## config.mk

```make
export PLATFORM = sky130hd
export DESIGN_NAME = fifo_write_arbiter
export DESIGN_NICKNAME = d
export VERILOG_FILES = /design/src/rtl/fifo_arb_pkg.sv /design/src/rtl/fifo_write_arbiter_rr_pick.sv /design/src/rtl/fifo_write_arbiter.sv
export SDC_FILE = /design/constraint.sdc
export NUM_CORES = 1
export LEC_CHECK = 0
export CELL_PAD_IN_SITES_DETAIL_PLACEMENT = 0
export CELL_PAD_IN_SITES_GLOBAL_PLACEMENT = 2
export CORE_ASPECT_RATIO = 0.6
export CORE_MARGIN = 2
export CORE_UTILIZATION = 23
export DETAILED_ROUTE_END_ITERATION = 6
export PLACE_DENSITY = 0.83
export SLEW_MARGIN = 25
export SYNTH_ARGS = -nofsm -noshare
export SYNTH_HDL_FRONTEND = slang
export SYNTH_SLANG_ARGS = --single-unit
```

## constraint.sdc

```tcl
create_clock -name clk -period 3.6 [get_ports clk]
set_input_delay 0.36 -clock clk [delete_from_list [all_inputs] [get_ports clk]]
set_output_delay 0.36 -clock clk [all_outputs]
set_load 0.05 [all_outputs]
```

## src/rtl/fifo_arb_pkg.sv

```systemverilog
// Shared types and helpers for the FIFO write-port arbiter.
package fifo_arb_pkg;

  typedef enum logic {
    IDLE  = 1'b0,
    GRANT = 1'b1
  } state_e;

  localparam int unsigned STAT_W = 16;

  function automatic int unsigned clog2(input int unsigned v);
    int unsigned r;
    r = 0;
    while ((32'd1 << r) < v) r++;
    return r;
  endfunction

endpackage

```

## src/rtl/fifo_write_arbiter_rr_pick.sv

```systemverilog
// Combinational round-robin picker: first asserted request at or after rr_ptr, with wrap.
module rr_pick
  import fifo_arb_pkg::*;
#(
  parameter int unsigned NUM_REQ = 4,
  parameter int unsigned IDX_W   = (clog2(NUM_REQ) < 1) ? 1 : clog2(NUM_REQ)
) (
  input  logic [NUM_REQ-1:0] req,
  input  logic [IDX_W-1:0]   rr_ptr,
  output logic [NUM_REQ-1:0] onehot,
  output logic [IDX_W-1:0]   index,
  output logic               any
);

  localparam logic [IDX_W:0] NREQ = (IDX_W+1)'(NUM_REQ);

  logic [IDX_W:0]   sum;
  logic [IDX_W-1:0] pos;

  always_comb begin
    onehot = '0;
    index  = '0;
    any    = 1'b0;
    sum    = '0;
    pos    = '0;
    for (int unsigned off = 0; off < NUM_REQ; off++) begin
      // Explicit wrap at NUM_REQ so non-power-of-two counts scan correctly.
      sum = {1'b0, rr_ptr} + (IDX_W+1)'(off);
      if (sum >= NREQ) sum = sum - NREQ;
      pos = sum[IDX_W-1:0];
      if (!any && req[pos]) begin
        any         = 1'b1;
        onehot[pos] = 1'b1;
        index       = pos;
      end
    end
  end

endmodule

```

## src/rtl/fifo_write_arbiter.sv

```systemverilog
// Round-robin arbiter sharing one FIFO write port among NUM_REQ producers, bounded bursts.
// Optional statistics counters enabled with `define ARB_STATS_EN.
module fifo_write_arbiter
  import fifo_arb_pkg::*;
#(
  parameter int unsigned NUM_REQ   = 4,
  parameter int unsigned WORD      = 8,
  parameter int unsigned MAX_BURST = 4
) (
  input  logic                    clk,
  input  logic                    rst,
  input  logic [NUM_REQ-1:0]      req,
  input  logic [NUM_REQ*WORD-1:0] req_word,
  input  logic                    full,
  output logic [NUM_REQ-1:0]      ack,
  output logic [NUM_REQ-1:0]      grant,
  output logic                    wen,
  output logic [WORD-1:0]         w_word
`ifdef ARB_STATS_EN
  ,
  output logic [STAT_W-1:0]       words_total,
  output logic [STAT_W-1:0]       stall_cycles
`endif
);

  localparam int unsigned IDX_W = (clog2(NUM_REQ) < 1) ? 1 : clog2(NUM_REQ);
  localparam int unsigned BC_W  = (clog2(MAX_BURST + 1) < 1) ? 1 : clog2(MAX_BURST + 1);
  localparam logic [IDX_W-1:0] LAST_IDX   = IDX_W'(NUM_REQ - 1);
  localparam logic [BC_W-1:0]  BURST_LAST = BC_W'(MAX_BURST - 1);

  state_e             state_q, state_d;
  logic [NUM_REQ-1:0] grant_q, grant_d;
  logic [IDX_W-1:0]   owner_q, owner_d;
  logic [IDX_W-1:0]   rr_ptr_q, rr_ptr_d;
  logic [BC_W-1:0]    burst_cnt_q, burst_cnt_d;

  logic [NUM_REQ-1:0] pick_onehot;
  logic [IDX_W-1:0]   pick_idx;
  logic               pick_any;
  logic               req_g;
  logic [WORD-1:0]    word_g;
  logic [IDX_W-1:0]   next_ptr;

  rr_pick #(
    .NUM_REQ (NUM_REQ),
    .IDX_W   (IDX_W)
  ) u_pick (
    .req    (req),
    .rr_ptr (rr_ptr_q),
    .onehot (pick_onehot),
    .index  (pick_idx),
    .any    (pick_any)
  );

  always_ff @(posedge clk) begin
    if (rst) begin
      state_q     <= IDLE;
      grant_q     <= '0;
      owner_q     <= '0;
      rr_ptr_q    <= '0;
      burst_cnt_q <= '0;
    end else begin
      state_q     <= state_d;
      grant_q     <= grant_d;
      owner_q     <= owner_d;
      rr_ptr_q    <= rr_ptr_d;
      burst_cnt_q <= burst_cnt_d;
    end
  end

  always_comb begin
    state_d     = state_q;
    grant_d     = grant_q;
    owner_d     = owner_q;
    rr_ptr_d    = rr_ptr_q;
    burst_cnt_d = burst_cnt_q;
    ack         = '0;
    wen         = 1'b0;
    w_word      = '0;
    req_g       = 1'b0;
    word_g      = '0;
    for (int unsigned i = 0; i < NUM_REQ; i++) begin
      if (owner_q == IDX_W'(i)) begin
        req_g  = req[i];
        word_g = req_word[i*WORD +: WORD];
      end
    end
    next_ptr = (owner_q == LAST_IDX) ? '0 : owner_q + 1'b1;

    case (state_q)
      IDLE: begin
        if (pick_any) begin
          grant_d     = pick_onehot;
          owner_d     = pick_idx;
          burst_cnt_d = '0;
          state_d     = GRANT;
        end
      end
      GRANT: begin
        w_word = word_g;
        // A dropped request releases even when full is also high.
        if (!req_g) begin
          state_d  = IDLE;
          grant_d  = '0;
          rr_ptr_d = next_ptr;
        end else if (!full) begin
          ack         = grant_q;
          wen         = 1'b1;
          burst_cnt_d = burst_cnt_q + 1'b1;
          if (burst_cnt_q == BURST_LAST) begin
            state_d  = IDLE;
            grant_d  = '0;
            rr_ptr_d = next_ptr;
          end
        end
      end
      default: state_d = IDLE;
    endcase

    if (rst) begin
      ack = '0;
      wen = 1'b0;
    end
  end

  assign grant = grant_q;

`ifdef ARB_STATS_EN
  logic [STAT_W-1:0] words_total_q, words_total_d;
  logic [STAT_W-1:0] stall_cycles_q, stall_cycles_d;

  always_comb begin
    words_total_d  = words_total_q;
    stall_cycles_d = stall_cycles_q;
    if (wen) words_total_d = words_total_q + 1'b1;
    if (state_q == GRANT && req_g && full && stall_cycles_q != '1)
      stall_cycles_d = stall_cycles_q + 1'b1;
  end

  always_ff @(posedge clk) begin
    if (rst) begin
      words_total_q  <= '0;
      stall_cycles_q <= '0;
    end else begin
      words_total_q  <= words_total_d;
      stall_cycles_q <= stall_cycles_d;
    end
  end

  assign words_total  = words_total_q;
  assign stall_cycles = stall_cycles_q;
`endif

endmodule

```

==> results of run 1 <==
==> metrics by stage <==
step | worst slack [ps] | utilization (%) | cells | power [µW] | area, µm²
floorplan | 400.3 | - | 178 | 1063 | 1373
global placement | 730.5 | 35.27 | 307 | 1429 | 2002
detailed placement | 714.8 | 35.27 | 307 | 1414 | 2002
CTS | 458.8 | 36.24 | 311 | 1565 | 2057
global route | 195.9 | 36.24 | 311 | 1692 | 2057
finish | 478.9 | 36.24 | 311 | 1555 | 2057
==> area by class of cell <==
class	count	area [µm²]	area share, %
flip-flops and latches	12	240.2	11.68
multi-input cells	148	1051	51.10
repair buffers	59	580.6	28.22
well taps	80	100.1	4.866
inverters	8	30.03	1.460
clock buffers	4	55.05	2.676
==> registers in the layout (all words and copies together), names as in the netlist <==
signal / flops
owner_q: 2
rr_ptr_q: 2
burst_cnt_q: 3
state_q: 1
grant: 4
==> cell usage in the layout, fill, tap and decap left out, types with 2 or more instances in the layout <==
cell type	count
sky130_fd_sc_hd__nand2_1	27
sky130_fd_sc_hd__and2b_1	2
sky130_fd_sc_hd__inv_1	8
sky130_fd_sc_hd__nand3_1	3
sky130_fd_sc_hd__and2b_2	3
sky130_fd_sc_hd__a22o_2	4
sky130_fd_sc_hd__clkbuf_8	4
sky130_fd_sc_hd__o211ai_1	2
sky130_fd_sc_hd__o21ai_0	16
sky130_fd_sc_hd__and2_1	12
sky130_fd_sc_hd__buf_4	8
sky130_fd_sc_hd__a21oi_1	25
sky130_fd_sc_hd__nor2_1	6
sky130_fd_sc_hd__dfxtp_1	12
sky130_fd_sc_hd__nand3b_1	9
sky130_fd_sc_hd__mux2_2	2
sky130_fd_sc_hd__mux4_1	2
sky130_fd_sc_hd__mux4_2	2
sky130_fd_sc_hd__clkdlybuf4s50_1	50
sky130_fd_sc_hd__a221oi_1	6
sky130_fd_sc_hd__ha_1	13
==> per-layer routing <==
metal,up-vias,wire [µm],GRT usage [%]
met3,2,80,2.347
met2,15,1614,17.47
li1,749,-,-
met4,0,15,1.014
met1,684,2462,20.72
met5,-,0,0
==> power groups by stage <==
stage / Sequential (µW) / Clock (µW) / Combinational [µW]
floorplan: 275 / 0 / 789
global placement: 219 / 0 / 1210
detailed placement: 218 / 0 / 1200
CTS: 216 / 151 / 1200
global route: 223 / 156 / 1310
finish: 216 / 146 / 1190
==> critical path, cell delays in order, from the launching register on <==
cell and delay, ps:
sky130_fd_sc_hd__dfxtp_1 340, sky130_fd_sc_hd__inv_1 100, sky130_fd_sc_hd__ha_1 590, sky130_fd_sc_hd__a21oi_1 90
sky130_fd_sc_hd__a221oi_1 310, sky130_fd_sc_hd__buf_4 180, sky130_fd_sc_hd__o21ai_0 230, sky130_fd_sc_hd__nor2_1 310
sky130_fd_sc_hd__and2_1 230, sky130_fd_sc_hd__buf_12 150
==> how the worst max path moves through the flow <==
stage | depth (start not counted) | endpoint | slack [ps] | startpoint
after global routing | 9 | ack[3] | 200 | owner_q[0]
after detailed placement | 9 | ack[3] | 710 | owner_q[0]
after CTS | 9 | ack[3] | 460 | owner_q[0]
after global placement | 9 | ack[3] | 730 | owner_q[0]
final | 9 | ack[3] | 480 | owner_q[0]
after floorplan | 8 | ack[0] | 400 | owner_q[0]
==> kinds of logic (layout without fill, tap and decap cells) <==
logic type / Yosys count / in the layout / synth area share [%]
AO/OA/AOI/OAI: 61 / 61 / 29.17
XOR/XNOR: 1 / 1 / 0.6382
adder cells (fa/ha/maj): 13 / 13 / 11.85
buffers and inverters: 18 / 71 / 5.925
flip-flops: 12 / 12 / 17.50
multiplexers: 6 / 6 / 8.751
AND/OR/NAND/NOR: 67 / 67 / 26.16
==> results by group, run 1 <==
Logic synthesis
  – Top cell types by occurrence after synthesis: sky130_fd_sc_hd__nand2_1 (27), sky130_fd_sc_hd__a21oi_1 (25), sky130_fd_sc_hd__o21ai_0 (16)
  – Most area-hungry cell type in the Yosys netlist: sky130_fd_sc_hd__dfxtp_1
  – Area share of the largest cell type after synthesis: between 10% and 20%
  – Number of enable-type register cells in the synthesized netlist: 0
  – Sequential share of the synthesized area: between 10% and 20%
  – Flop and latch count out of synthesis: 12
  – Cell area after synthesis: 0.001373 mm²
  – Post-synth top flop: sky130_fd_sc_hd__dfxtp_1
  – Yosys warnings: 0
  – Yosys cell types: 35
  – Avg Cell Area, Syn: roughly 7.7 µm²
  – Syn_nets: 230
  – Mapped Cells: about 180
  – Dominant cell by count in the synthesized netlist: sky130_fd_sc_hd__nand2_1
  – Proportion of synthesized flip-flops having asynchronous set or reset: 0%
  – Biggest area contributors in the synthesized netlist: sky130_fd_sc_hd__dfxtp_1 (18%), sky130_fd_sc_hd__ha_1 (12%), sky130_fd_sc_hd__a21oi_1 (9.1%)

Drt
  – Starting DRT DRC Count: 47
  – Number of detailed-route iterations in the first pass: 4
  – Total DRC errors in the routed layout: 0
  – Total via count in the routed design: around 1500
  – Average routed wire per standard cell: around 13 µm
  – Routed WL: 4172 µm
  – Number of nets still failing antenna checks after routing: 0
  – Via/cell ratio: about 4.7

Finish
  – Net count of the finished layout: ~280
  – Ratio of cells with drive above 1 in the final layout: about an eighth
  – Fillers: 620
  – Synthesis-to-finish area growth: 49.86%
  – Number of antenna diodes: 0

Clock tree
  – Clock tree sinks: 12
  – Number of post-CTS setup repair buffers: 0
  – Register clock-pin slew on the reported worst setup and hold paths: ~50 ps
  – Count of cells resized by post-cts repair: 0
  – TritonCTS clock tree: built
  – Clk root buf: sky130_fd_sc_hd__clkbuf_8
  – Clock latency reported for the late side of the worst-skew pair: 240 ps
  – TritonCTS buffer count: 3
  – Number of H-tree levels: 1
  – Number of buffers on the longest clock path: 2
  – Hold_buf cts: 0

Pwr
  – Sequential share of power: between 10% and 20%
  – Portion of total power attributed to the clock network: about a tenth
  – Power Dens Cells: ~760 mW/mm²
  – Net load switching power: between 700 and 800 µW
  – Switching power share of the total: about half
  – Internal power component: about 760 µW
  – Logic pwr share: around 77%
  – Worst-case vdd ir drop: 0.2057 mV
  – Static Leakage: 0.0007626 µW

Floorplan
  – Die Y-Extent: roughly 64 µm
  – Starting Density: 24.18%
  – Number of core rows: 21
  – I/O Pins: 56
  – Die footprint: 0.006622 mm²
  – Core ar.: ~0.0057 mm²
  – Die boundary width: between 100 and 150 µm

STA
  – Largest clock skew in the final design: slightly above 2 ps
  – Min Hold Slack: ~470 ps
  – Actual slew at the worst max-slew pin: approximately 670 ps
  – Max-slew violation total from the final report: 0
  – Setup violation total in the final timing report: 0
  – Count of endpoints failing hold in the final timing report: 0
  – Final critical-path share of the clock period: around 87%
  – Relative slew slack: a little under three fifths
  – Crit path time final: around 3100 ps
  – Setup repair after global routing missed its margin: no
  – Total Neg Setup Slack: 0 ps
  – Timing-limited maximum frequency: roughly 0.32 GHz

Setup path
  – Critical path arrival: 2760 ps
  – Reg2reg end: grant[1]
  – Worst endpoint required time: roughly 3200 ps
  – Setup slack of the most critical reg-to-reg path: 790 ps
  – Startpoint type of the worst setup path: flip-flop
  – Crit Path Category: flip-flop to output port
  – Endpoint class of the critical path: output port
  – RR Startpoint: rr_ptr_q[1]
  – Cell count of the worst reg-to-reg path: 7
  – Biggest fanout along the worst timing path: 18

GRT
  – Global-route wire length before repair: between 6000 and 7000 µm
  – Antenna violations before repair: 0
  – Global route overflow: 0
  – Maximum number of pins on one net before global-route repair: 20
  – Global-route usage over all layers: 12.74%
  – Via count of the first global-routing pass: between 1000 and 1500

Hold path
  – Hold path startpoint: burst_cnt_q[1]
  – Destination of the worst hold path: burst_cnt_q[1]
  – Worst hold stages: 2
  – Hold Path Class: flip-flop to flip-flop

Job
  – Max-capacitance violation count: 0

Place
  – Global placer's final weighted congestion: around 0.8
  – Number of input and output port buffers inserted: 55
  – Detail Placement HPWL: around 3300 µm

Run status
  – Status: finished clean
No activity file was read; power rests on OpenSTA's default activity.
==> run 2, diff against run 1 <==
--- a/config.mk
+++ b/config.mk
@@ -5,6 +5,7 @@
 export SDC_FILE = /design/constraint.sdc
 export NUM_CORES = 1
 export LEC_CHECK = 0
+export CAP_MARGIN = 10
 export CELL_PAD_IN_SITES_DETAIL_PLACEMENT = 0
 export CELL_PAD_IN_SITES_GLOBAL_PLACEMENT = 2
 export CORE_ASPECT_RATIO = 0.6
==> results of run 2 <==
The final DEF is identical to that of run 1; final timing and power are the same.
